### config.mk
export PLATFORM = sky130hd
export DESIGN_NAME = fifo_write_arbiter
export DESIGN_NICKNAME = d
export VERILOG_FILES = /design/src/rtl/fifo_write_arbiter.sv
export SDC_FILE = /design/constraint.sdc
export NUM_CORES = 1
export LEC_CHECK = 0
export ABC_AREA = 1
export BUFFER_PORTS_ARGS = -buffer_cell sky130_fd_sc_hd__buf_2
export CORE_MARGIN = 1.5
export CORE_UTILIZATION = 45
export DETAILED_ROUTE_END_ITERATION = 10
export PLACE_DENSITY = 0.87
export SYNTH_ARGS = -nofsm -noshare
export SYNTH_HDL_FRONTEND = slang
export SYNTH_SLANG_ARGS = --single-unit
### constraint.sdc
create_clock -name clk -period 1.7 [get_ports clk]
set_input_delay 0 -clock clk [delete_from_list [all_inputs] [get_ports clk]]
set_output_delay 0 -clock clk [all_outputs]
set_load 0.01 [all_outputs]
### src/rtl/fifo_write_arbiter.sv
// fifo_write_arbiter: shares one fifo write port between two producers.
// Ownership is granted per burst and handed round-robin at each burst end.
// Optional build macro FIFO_ARB_PRIO_EN: producer 0 gets strict priority at
// every arbitration point instead of round-robin.
module fifo_write_arbiter #(
  parameter int unsigned WIDTH      = 8,
  parameter int unsigned DEPTH      = 5,
  parameter int unsigned MAX_BURST  = 8,
  parameter int unsigned HIGH_WATER = 24
) (
  input  logic             clk,
  input  logic             reset,
  input  logic             req0,
  input  logic [WIDTH-1:0] data0,
  input  logic             last0,
  output logic             ack0,
  input  logic             req1,
  input  logic [WIDTH-1:0] data1,
  input  logic             last1,
  output logic             ack1,
  input  logic [DEPTH-1:0] fifo_occupancy,
  output logic             fifo_wen,
  output logic [WIDTH-1:0] fifo_write,
  output logic             owner,
  output logic             busy
);

  localparam int unsigned CNT_W = 8;
  localparam logic [CNT_W-1:0] CNT_END = CNT_W'(MAX_BURST - 1);
  localparam logic [DEPTH-1:0] OCC_FULL = {DEPTH{1'b1}};

  typedef enum logic [1:0] {
    IDLE = 2'd0,
    OWN0 = 2'd1,
    OWN1 = 2'd2
  } state_t;

  state_t           state_q, state_d;
  logic [CNT_W-1:0] cnt_q, cnt_d;
  logic             lsv_q, lsv_d;
  logic             owner_q, owner_d;
  logic             busy_q, busy_d;

  logic             full_c;
  logic             can_start_c;
  logic             pick_valid_c;
  logic             pick_id_c;
  logic             arb_c;

  // Occupancy thresholds: hard stop at full, no new burst at high water.
  assign full_c      = (fifo_occupancy == OCC_FULL);
  assign can_start_c = (32'(fifo_occupancy) < HIGH_WATER);

  // Acks come straight from the registered grant so a word lands the cycle it is offered.
  assign ack0       = (state_q == OWN0) && req0 && !full_c;
  assign ack1       = (state_q == OWN1) && req1 && !full_c;
  assign fifo_wen   = ack0 | ack1;
  assign fifo_write = (state_q == OWN1) ? data1 : data0;
  assign owner      = owner_q;
  assign busy       = busy_q;

  // Arbitration choice used in IDLE and at every burst end.
  always_comb begin
    pick_valid_c = 1'b0;
    pick_id_c    = 1'b0;
    if (can_start_c) begin
`ifdef FIFO_ARB_PRIO_EN
      if (req0) begin
        pick_valid_c = 1'b1;
        pick_id_c    = 1'b0;
      end else if (req1) begin
        pick_valid_c = 1'b1;
        pick_id_c    = 1'b1;
      end
`else
      if (req0 && req1) begin
        pick_valid_c = 1'b1;
        pick_id_c    = ~lsv_q;
      end else if (req0) begin
        pick_valid_c = 1'b1;
        pick_id_c    = 1'b0;
      end else if (req1) begin
        pick_valid_c = 1'b1;
        pick_id_c    = 1'b1;
      end
`endif
    end
  end

  // Next-state: burst counting, burst-end detection and regrant without a bubble.
  always_comb begin
    state_d = state_q;
    cnt_d   = cnt_q;
    lsv_d   = lsv_q;
    owner_d = owner_q;
    arb_c   = 1'b0;

    case (state_q)
      IDLE: arb_c = 1'b1;
      OWN0: begin
        if (!req0) begin
          arb_c = 1'b1;
        end else if (ack0) begin
          if (last0 || (cnt_q == CNT_END)) arb_c = 1'b1;
          else                             cnt_d = cnt_q + CNT_W'(1);
        end
      end
      OWN1: begin
        if (!req1) begin
          arb_c = 1'b1;
        end else if (ack1) begin
          if (last1 || (cnt_q == CNT_END)) arb_c = 1'b1;
          else                             cnt_d = cnt_q + CNT_W'(1);
        end
      end
      default: state_d = IDLE;
    endcase

    if (arb_c) begin
      cnt_d = '0;
      if (pick_valid_c) begin
        state_d = pick_id_c ? OWN1 : OWN0;
        owner_d = pick_id_c;
        lsv_d   = pick_id_c;
      end else begin
        state_d = IDLE;
      end
    end

    busy_d = (state_d != IDLE);
  end

  // State register; producer 0 wins the first arbitration after reset.
  always_ff @(posedge clk or posedge reset) begin
    if (reset) begin
      state_q <= IDLE;
      cnt_q   <= '0;
      lsv_q   <= 1'b1;
      owner_q <= 1'b0;
      busy_q  <= 1'b0;
    end else begin
      state_q <= state_d;
      cnt_q   <= cnt_d;
      lsv_q   <= lsv_d;
      owner_q <= owner_d;
      busy_q  <= busy_d;
    end
  end

endmodule

**Word-level counts from Yosys, hierarchy flattened**

Cells that the tools add are included.
W data, S select, Z words.

- Bits in registers: 13
- Bits of input ports: 27
- Output and inout port bits: 13
- Word-level logic and storage cells: 60

- Add/subtract/negate cells: 1
- Order comparisons: 1
- Equal/unequal tests: 10
- Multiplexer cells: 27
- Bitwise logic cells: 2
- Reductions and logical operators: 14

Operators with widths:

| kind | count |
|---|---|
| $mux W8 | 8 |
| $ne A3 B3 Y1 const B | 6 |
| $pmux W8 S2 | 1 |
| $mux W1 | 13 |
| $add A8 B1 Y8 const B | 1 |
| $eq A8 B3 Y1 const B | 1 |
| $mux W2 | 4 |
| $reduce_and A7 Y1 | 1 |
| $eq A5 B5 Y1 const B | 1 |
| $logic_and A1 B1 Y1 | 5 |
| $lt A5 B5 Y1 const B | 1 |
| $pmux W1 S3 | 1 |
| $reduce_bool A3 Y1 | 1 |
| $reduce_or A3 Y1 | 1 |
| $eq A2 B1 Y1 const B | 1 |
| $eq A2 B2 Y1 const B | 1 |
| $logic_not A2 Y1 | 1 |
| $logic_or A1 B1 Y1 | 2 |
| $reduce_and A2 Y1 | 1 |
| $reduce_bool A2 Y1 | 1 |
| $logic_not A1 Y1 | 1 |
| $not A1 Y1 | 1 |
| $or A1 B1 Y1 | 1 |

**Depth between registers and ports, before layout**

Gate-level depths: netlist (run 1).

- Depth in word-level cells: 8
- Gate-level depth with buffers: 12

**Least setup slack after synthesis (run 1)**

Ideal clock, no wire load.

- Path kind: register -> register
- Start point: reg cnt_q[0]
- End point: reg owner_q (netlist: owner)
- Setup time: 0.121 ns
- Data arrival time: 1.385 ns
- Setup slack: 0.195 ns
- Stages on the path, launching flop included: 12
- Path buffers: 1
- Cell sequence: dfrtp_1 -> ha_1 -> nand3_1 -> o21ai_0 -> nand2_1 -> nand2_1 -> nand2_1 -> nand2_1 -> buf_6 -> nand2_1 -> nand2_1 -> nand2_1

- Longest elaborated chain between the ends: 7
- Elaborated cells on any way between the ends: 11
- Those cells by class: eq/ne: 1; mux: 7; reduce/logical: 3

RTL lines:

| element | RTL line | text |
|---|---|---|
| from (decl) | 39 | `logic [CNT_W-1:0] cnt_q, cnt_d;` |
| from (signal assigned) | 143 | `cnt_q <= cnt_d;` |
| $eq A8 B3 Y1 (*) | 104, 112 |  |
| $logic_or A1 B1 Y1 (on tied branches) | 112, 104 |  |
| $mux W1 (on tied branches) | 112, 104 |  |
| $mux W1 (on tied branches) | 111, 103 |  |
| $mux W1 (on tied branches) | 109, 101 |  |
| $pmux W1 S3 (*) | 98 | `case (state_q)` |
| $reduce_and A2 Y1 (no line) (*) | n/a |  |
| to (signal assigned) | 145 | `owner_q <= owner_d;` |
| to (decl) | 41 | `logic owner_q, owner_d;` |

Every way passes the cells marked *; elsewhere a longest branch is shown, timed or not.
A chain may end at the register's enable or synchronous reset.

**Final worst setup path (run 1)**

- Start point: reg cnt_q[0]
- End point: reg busy_q (netlist: busy)

- Longest elaborated chain between the ends: 8
- Elaborated cells on any way between the ends: 12
- Those cells by class: eq/ne: 1; mux: 8; reduce/logical: 3

RTL lines:

| element | RTL line | text |
|---|---|---|
| $eq A8 B3 Y1 (*) | 104, 112 |  |
| $logic_or A1 B1 Y1 (on tied branches) | 112, 104 |  |
| $mux W1 (on tied branches) | 112, 104 |  |
| $mux W1 (on tied branches) | 111, 103 |  |
| $mux W1 (on tied branches) | 109, 101 |  |
| $pmux W1 S3 (*) | 98 |  |
| $mux W2 (*) | 119 | `if (arb_c) begin` |
| $reduce_bool A2 Y1 (*) | 130 | `busy_d = (state_d != IDLE);` |
| named net busy_d | 42 | `logic busy_q, busy_d;` |
| to (signal assigned) | 146 | `busy_q <= busy_d;` |
| to (decl) | 42 |  |

Mark *: on every way through the listed nets, which the timed path passes. The rest lies on a longest branch.

==> qor.yml, run 1 <==
num_rows: 16
grt_overflow: 0
die_w_um: 48.9
crit_family: "simple AND/OR/NAND/NOR gates"
p_leak_nw: 0.735
slowest_stage: "dfrtp_1"
synth_area_um2: 948
clkTransAtPathRegs_ns: 0.08
tightest_slew_ns: 0.491
postLayoutCellArea_um2: 1320
met2_usage: 0.413
met1_usage: 0.256
critPathMaxFanout: 4
hp-class: "primary input to flip-flop"
crit_path_end_kind: "flip-flop"
vias: 1107
antenna_left: 0
first_global_vias: 1054
max_stage_delay_ns: 0.39
synth_seq_cells: 13
grt_use_total: 0.226
nFillCells: 160
io_pins: 40
place_area_um2: 1210
ys_types: 23
grt_busiest_layer: "met2"
syn_nets: 171
use_met3: 0.0307
worstSkewPairLatency_ns: 0.28
place.port_buffers: 39
clockBufferDepth: 2
route.detailed.drc: 0
final_nets: 223
hpwl_mm: 1.94
fmaxAchievable_mhz: 629
cp.required_ns: 1.90
outcome: "finished, final reports clean"
postSynthCellCount: 143
cellPowerDensity_nw_per_um2: 864
max-slew-margin-rel: 0.672
n_antenna_cell: 0
fin_crit_ns: 1.59
coreArea_um2: 1980
wl_mm: 2.56
cts_sinks: 13
worst_clock_skew_ns: 0.00866
start_kind: "flip-flop"
viasPerCell: 5.01
hold_viol_final: 0
cpMostUsedCell: "nand2_1"
firstDrtPassIters: 4
dp_slack_ns: 0.0352
crit_start: "cnt_q[0]$_DFFE_PP0P_"
drv_cap: 0
yosysWarnings: 0
setup_slack_ns: 0.111
arrival_ns: 1.79
post-place-cells: 213
critPathKind: "flip-flop to flip-flop"
r2r_start: "cnt_q[0]$_DFFE_PP0P_"
die_area_um2: 2390
seq_area_frac_synth: 0.344
grt_max_degree: 14
setup_viol: 0
grt_pass1_wl_mm: 4.21
final_cells: 221
peakVddDrop_mv: 0.575
crit_chain: "ha_2, nand3_2, o21bai_4, nand2_1, nand2_1, nand2_1, nand2_1, buf_4, nand3_1, nand4_1"
numCtsBuffers: 3
crit_buf_inv: 1
syn_avg_cell_area_um2: 6.63
final_layout_size_suffix_gt1_frac: 0.351
area.growth.synth_to_final_pct: 39.0
holdCritStartpoint: "req0"
drtIter0Drc: 25
die_h_um: 48.9
cts_root_buffer: "clkbuf_4"
antenna_found_initial: 0
fin_crit_sh: 0.935
gp_congestion: 0.908
cts_tree: "yes"
htreeDepth: 1
initial_core_util: 0.479
slew_viol_final: 0
wl_per_cell_um: 11.6
[path summary, 6_finish.rpt]
check                                  endpoint  slack [ns]  depth (start not counted)
max                              busy$_DFF_PP0_        0.11                         10
min                           lsv_q$_DFFE_PP1P_        0.10                          4
max reg2reg                      busy$_DFF_PP0_        0.11                         10
min reg2reg                   lsv_q$_DFFE_PP1P_        0.47                          2
max in group asynchronous  cnt_q[5]$_DFFE_PP0P_        1.05                          3
min in group asynchronous  state_q[1]$_DFF_PP0_        0.28                          3
[synthesized netlist by cell type (all sizes together)]
| cell type | count | area [um^2] |
|---|---|---|
| nor2 | 15 | 68.8 |
| ha | 1 | 12.5 |
| dfstp | 1 | 26.3 |
| o21bai | 1 | 11.3 |
| nand3 | 6 | 35.0 |
| inv | 14 | 52.6 |
| o21a | 1 | 7.51 |
| buf | 1 | 11.3 |
| clkbuf | 1 | 3.75 |
| nand2 | 65 | 244 |
| dfrtp | 12 | 300 |
| a21oi | 4 | 23.8 |
| xnor2 | 1 | 8.76 |
| xor2 | 5 | 43.8 |
| nand3b | 1 | 7.51 |
| nand4 | 12 | 81.3 |
| o21ai | 2 | 10.0 |
[through the flow]
| stage | util | total power (W) | hold WS (ns) | TNS (ns) |
|---|---|---|---|---|
| after global placement | 0.609 | 0.000864 | 0.0359 | 0 |
| after CTS | 0.628 | 0.00108 | 0.0928 | 0 |
| final | 0.665 | 0.00114 | 0.102 | 0 |
| after global routing | 0.665 | 0.00123 | 0.145 | -0.0190 |
| after floorplan | - | 0.000713 | -0.124 | 0 |
| after detailed placement | 0.609 | 0.000885 | 0.0391 | 0 |
[worst register-to-register path, cell delays in order (launching register included)]
cell      delay (ns)
dfrtp_1         0.39
ha_2            0.20
nand3_2         0.11
o21bai_4        0.16
nand2_1         0.07
nand2_1         0.06
nand2_1         0.04
nand2_1         0.10
buf_4           0.13
nand3_1         0.12
nand4_1         0.13
[sequential cells by signal, indices dropped and copies added, names as in the netlist]
register / count
owner: 1
state_q: 2
cnt_q: 8
lsv_q: 1
busy: 1
[logic make-up (layout without fill, tap and decap cells)]
logic type | count (synthesis) | in the layout | synth area share
buffers and inverters | 16 | 67 | 0.0712
flip-flops | 13 | 13 | 0.344
adder cells (fa/ha/maj) | 1 | 1 | 0.0132
XOR/XNOR | 6 | 6 | 0.0554
AO/OA/AOI/OAI | 8 | 8 | 0.0554
AND/OR/NAND/NOR | 99 | 99 | 0.460
[where the power goes]
part	internal (W)	switching, W	leakage, nW
Clock	0.0000910	0.000102	0.0150
Combinational	0.000221	0.000311	0.552
Sequential	0.000371	0.0000434	0.168
[metal layers]
metal	wire length [um]	share of wire	vias up
met4	42	0.016	0
met1	1050	0.41	502
met2	1350	0.53	42
met5	0	0	-
li1	-	-	558
met3	114	0.045	5
[cell type report]
class                           instances  area, um^2  share of cell area
Timing Repair Buffer                   49         277               0.210
Multi-Input combinational cell        114         602               0.456
Tap cell                               27        33.8              0.0256
Inverter                               14        52.6              0.0398
Sequential cell                        13         328               0.249
Clock buffer                            4        26.3              0.0199
[placed cells by master, fill, tap and decap left out, drive strengths merged]
| cell | count |
|---|---|
| dlygate4sd3 | 1 |
| o21ai | 2 |
| nand3b | 1 |
| ha | 1 |
| a21oi | 4 |
| nand4 | 12 |
| clkbuf | 4 |
| dfstp | 1 |
| buf | 48 |
| o21a | 1 |
| xnor2 | 1 |
| inv | 14 |
| dfrtp | 12 |
| xor2 | 5 |
| nand2 | 65 |
| nand3 | 6 |
| o21bai | 1 |
| nor2 | 15 |
[timing repair]
action / in CTS / in global routing
hold buffers: 1 / 0
setup buffers: 0 / 3
pin swaps: 0 / 3
endpoints found under the setup margin: 1 / 12
resized for setup: 1 / 12
endpoints found under the hold margin: 12 / 0
Power figures use the tool's default switching activity.
==> run 2: changes to the inputs <==
--- a/config.mk
+++ b/config.mk
@@ -7,8 +7,9 @@
 export LEC_CHECK = 0
 export ABC_AREA = 1
 export BUFFER_PORTS_ARGS = -buffer_cell sky130_fd_sc_hd__buf_2
-export CORE_MARGIN = 1.5
-export CORE_UTILIZATION = 45
+export CELL_PAD_IN_SITES_DETAIL_PLACEMENT = 2
+export CELL_PAD_IN_SITES_GLOBAL_PLACEMENT = 2
+export CORE_UTILIZATION = 23
 export DETAILED_ROUTE_END_ITERATION = 10
 export PLACE_DENSITY = 0.87
 export SYNTH_ARGS = -nofsm -noshare
==> qor.yml, run 2 (synthesis results as in run 1) <==
clockBufferDepth: 2
postLayoutCellArea_um2: 1440
tightest_slew_ns: 0.521
finish.utilization: 0.379
route.detailed.drc: 0
p_leak_nw: 0.775
power_frac_comb: 0.461
cp.required_ns: 1.90
slowest_stage: "dfrtp_1"
most-common-layout-cells: "nand2_1 (63), buf_2 (39), buf_4 (15)"
arrival_ns: 1.98
die_w_um: 66.2
wl_per_cell_um: 16.8
gp_congestion: 0.712
grt_overflow: 0
post-place-cells: 240
rsz0062_at_grt: "yes"
worstSkewPairLatency_ns: 0.26
critPathKind: "flip-flop to flip-flop"
initial_core_util: 0.250
p_sw_w: 0.000554
final_layout_size_suffix_gt1_frac: 0.373
cts_sinks: 13
grt_use_total: 0.185
drtIter0Drc: 35
setup_viol: 8
die_h_um: 66.2
fin_crit_sh: 1.05
peakVddDrop_mv: 0.265
hp-class: "primary input to flip-flop"
switching_share: 0.414
p_seq_frac: 0.316
firstDrtPassIters: 4
num_rows: 22
die_area_um2: 4380
max-slew-margin-rel: 0.652
final_common_cell: "nand2_1"
grt_pass1_wl_mm: 6.16
largest_reg_flops: 8
wl_mm: 4.20
power_frac_clock: 0.222
numCtsBuffers: 3
first_global_vias: 1341
worst_clock_skew_ns: 0.00713
crit_buf_inv: 1
cts_tree: "yes"
setup_slack_ns: -0.0873
hold_viol_final: 0
fin_crit_ns: 1.79
dr_wl_met3_um: 123
vias: 1210
n_antenna_cell: 0
coreArea_um2: 3800
routed.top_layer: "met4"
top_register: "cnt_q"
internal_power_w: 0.000783
met2WireLength_mm: 2.39
critPathMaxFanout: 5
area.growth.synth_to_final_pct: 51.8
antenna_left: 0
cts_root_buffer: "clkbuf_8"
finalSetupTns_ns: -0.286
failed_checks: "setup timing"
clkTransAtPathRegs_ns: 0.06
antenna_found_initial: 0
crit_chain: "ha_4, nand3_4, o21bai_4, nand2_1, nand2_1, nand2_1, nand2_2, buf_4, nor2_1, nand4_1, nand2_1"
place.port_buffers: 39
final_nets: 230
htreeDepth: 1
crit_family: "simple AND/OR/NAND/NOR gates"
slew_viol_final: 0
drv_cap: 0
fmaxAchievable_mhz: 560
crit_path_end_kind: "flip-flop"
final_cells: 249
outcome: "finished with violations"
start_kind: "flip-flop"
hpwl_mm: 2.93
viasPerCell: 4.86
cpMostUsedCell: "nand2_1"
grt_max_degree: 14
largestRegisters: "cnt_q: 8 flops, state_q: 2 flops"
io_pins: 40
max_stage_delay_ns: 0.42
place_area_um2: 1280
hold_ws_ns: 0.169
cellPowerDensity_nw_per_um2: 928
wl_met1_mm: 1.58
-- run 2: changes by cell type in the layout (fill, tap and decap cells not counted), sizes merged --
cell	change
buf	+7
-- run 2: what timing repair did --
| action | 4_1_cts | 5_1_grt |
|---|---|---|
| endpoints found under the hold margin | 12 | 0 |
| hold buffers | 1 | 0 |
| setup buffers | 1 | 3 |
| setup endpoints to repair | 12 | 10 |
| gates resized for setup | 5 | 11 |
| pin swaps | 1 | 4 |
-- run 2: per-layer routing --
layer / vias to the layer above / track usage
li1: 573 / -
met3: 9 / 0.0259
met4: 0 / 0.0505
met1: 587 / 0.191
met5: - / 0
met2: 41 / 0.375
-- run 2: area by class of cell --
type	count	area [um^2]
well taps	48	60.1
clock buffers	4	45.0
multi-input cells	114	624
inverters	14	52.6
flip-flops and latches	13	329
repair buffers	56	329
fillers	460	2360
-- run 2: power by group through the flow --
| stage | clock network (W) | registers [W] | logic (W) |
|---|---|---|---|
| floorplan | 0 | 0.000420 | 0.000293 |
| global placement | 0 | 0.000416 | 0.000505 |
| detailed placement | 0 | 0.000419 | 0.000527 |
| CTS | 0.000294 | 0.000415 | 0.000543 |
| global route | 0.000325 | 0.000431 | 0.000683 |
| finish | 0.000297 | 0.000423 | 0.000617 |
-- run 2: metrics by stage --
step                total power (W)  worst slack (ns)
finish                      0.00134           -0.0873
global route                0.00144            -0.225
CTS                         0.00125          0.000152
detailed placement         0.000946            -0.179
global placement           0.000921            0.0720
floorplan                  0.000713             0.195
-- run 2: worst min-delay path, stage by stage --
cell and delay (ns):
buf_2 0.11, a21oi_1 0.09, nand3_1 0.15, nand2_1 0.07
-- run 2: path summary, 6_finish.rpt --
path                                 startpoint              endpoint  slack, ns  depth (start not counted)
setup / recovery           cnt_q[0]$_DFFE_PP0P_  cnt_q[2]$_DFFE_PP0P_      -0.09                         11
hold / removal                             req0     lsv_q$_DFFE_PP1P_       0.17                          4
setup reg to reg           cnt_q[0]$_DFFE_PP0P_  cnt_q[2]$_DFFE_PP0P_      -0.09                         11
hold reg to reg               owner$_DFFE_PP0P_     owner$_DFFE_PP0P_       0.48                          2
max in group asynchronous                 reset  state_q[1]$_DFF_PP0_       1.00                          3
min in group asynchronous                 reset  cnt_q[3]$_DFFE_PP0P_       0.31                          3
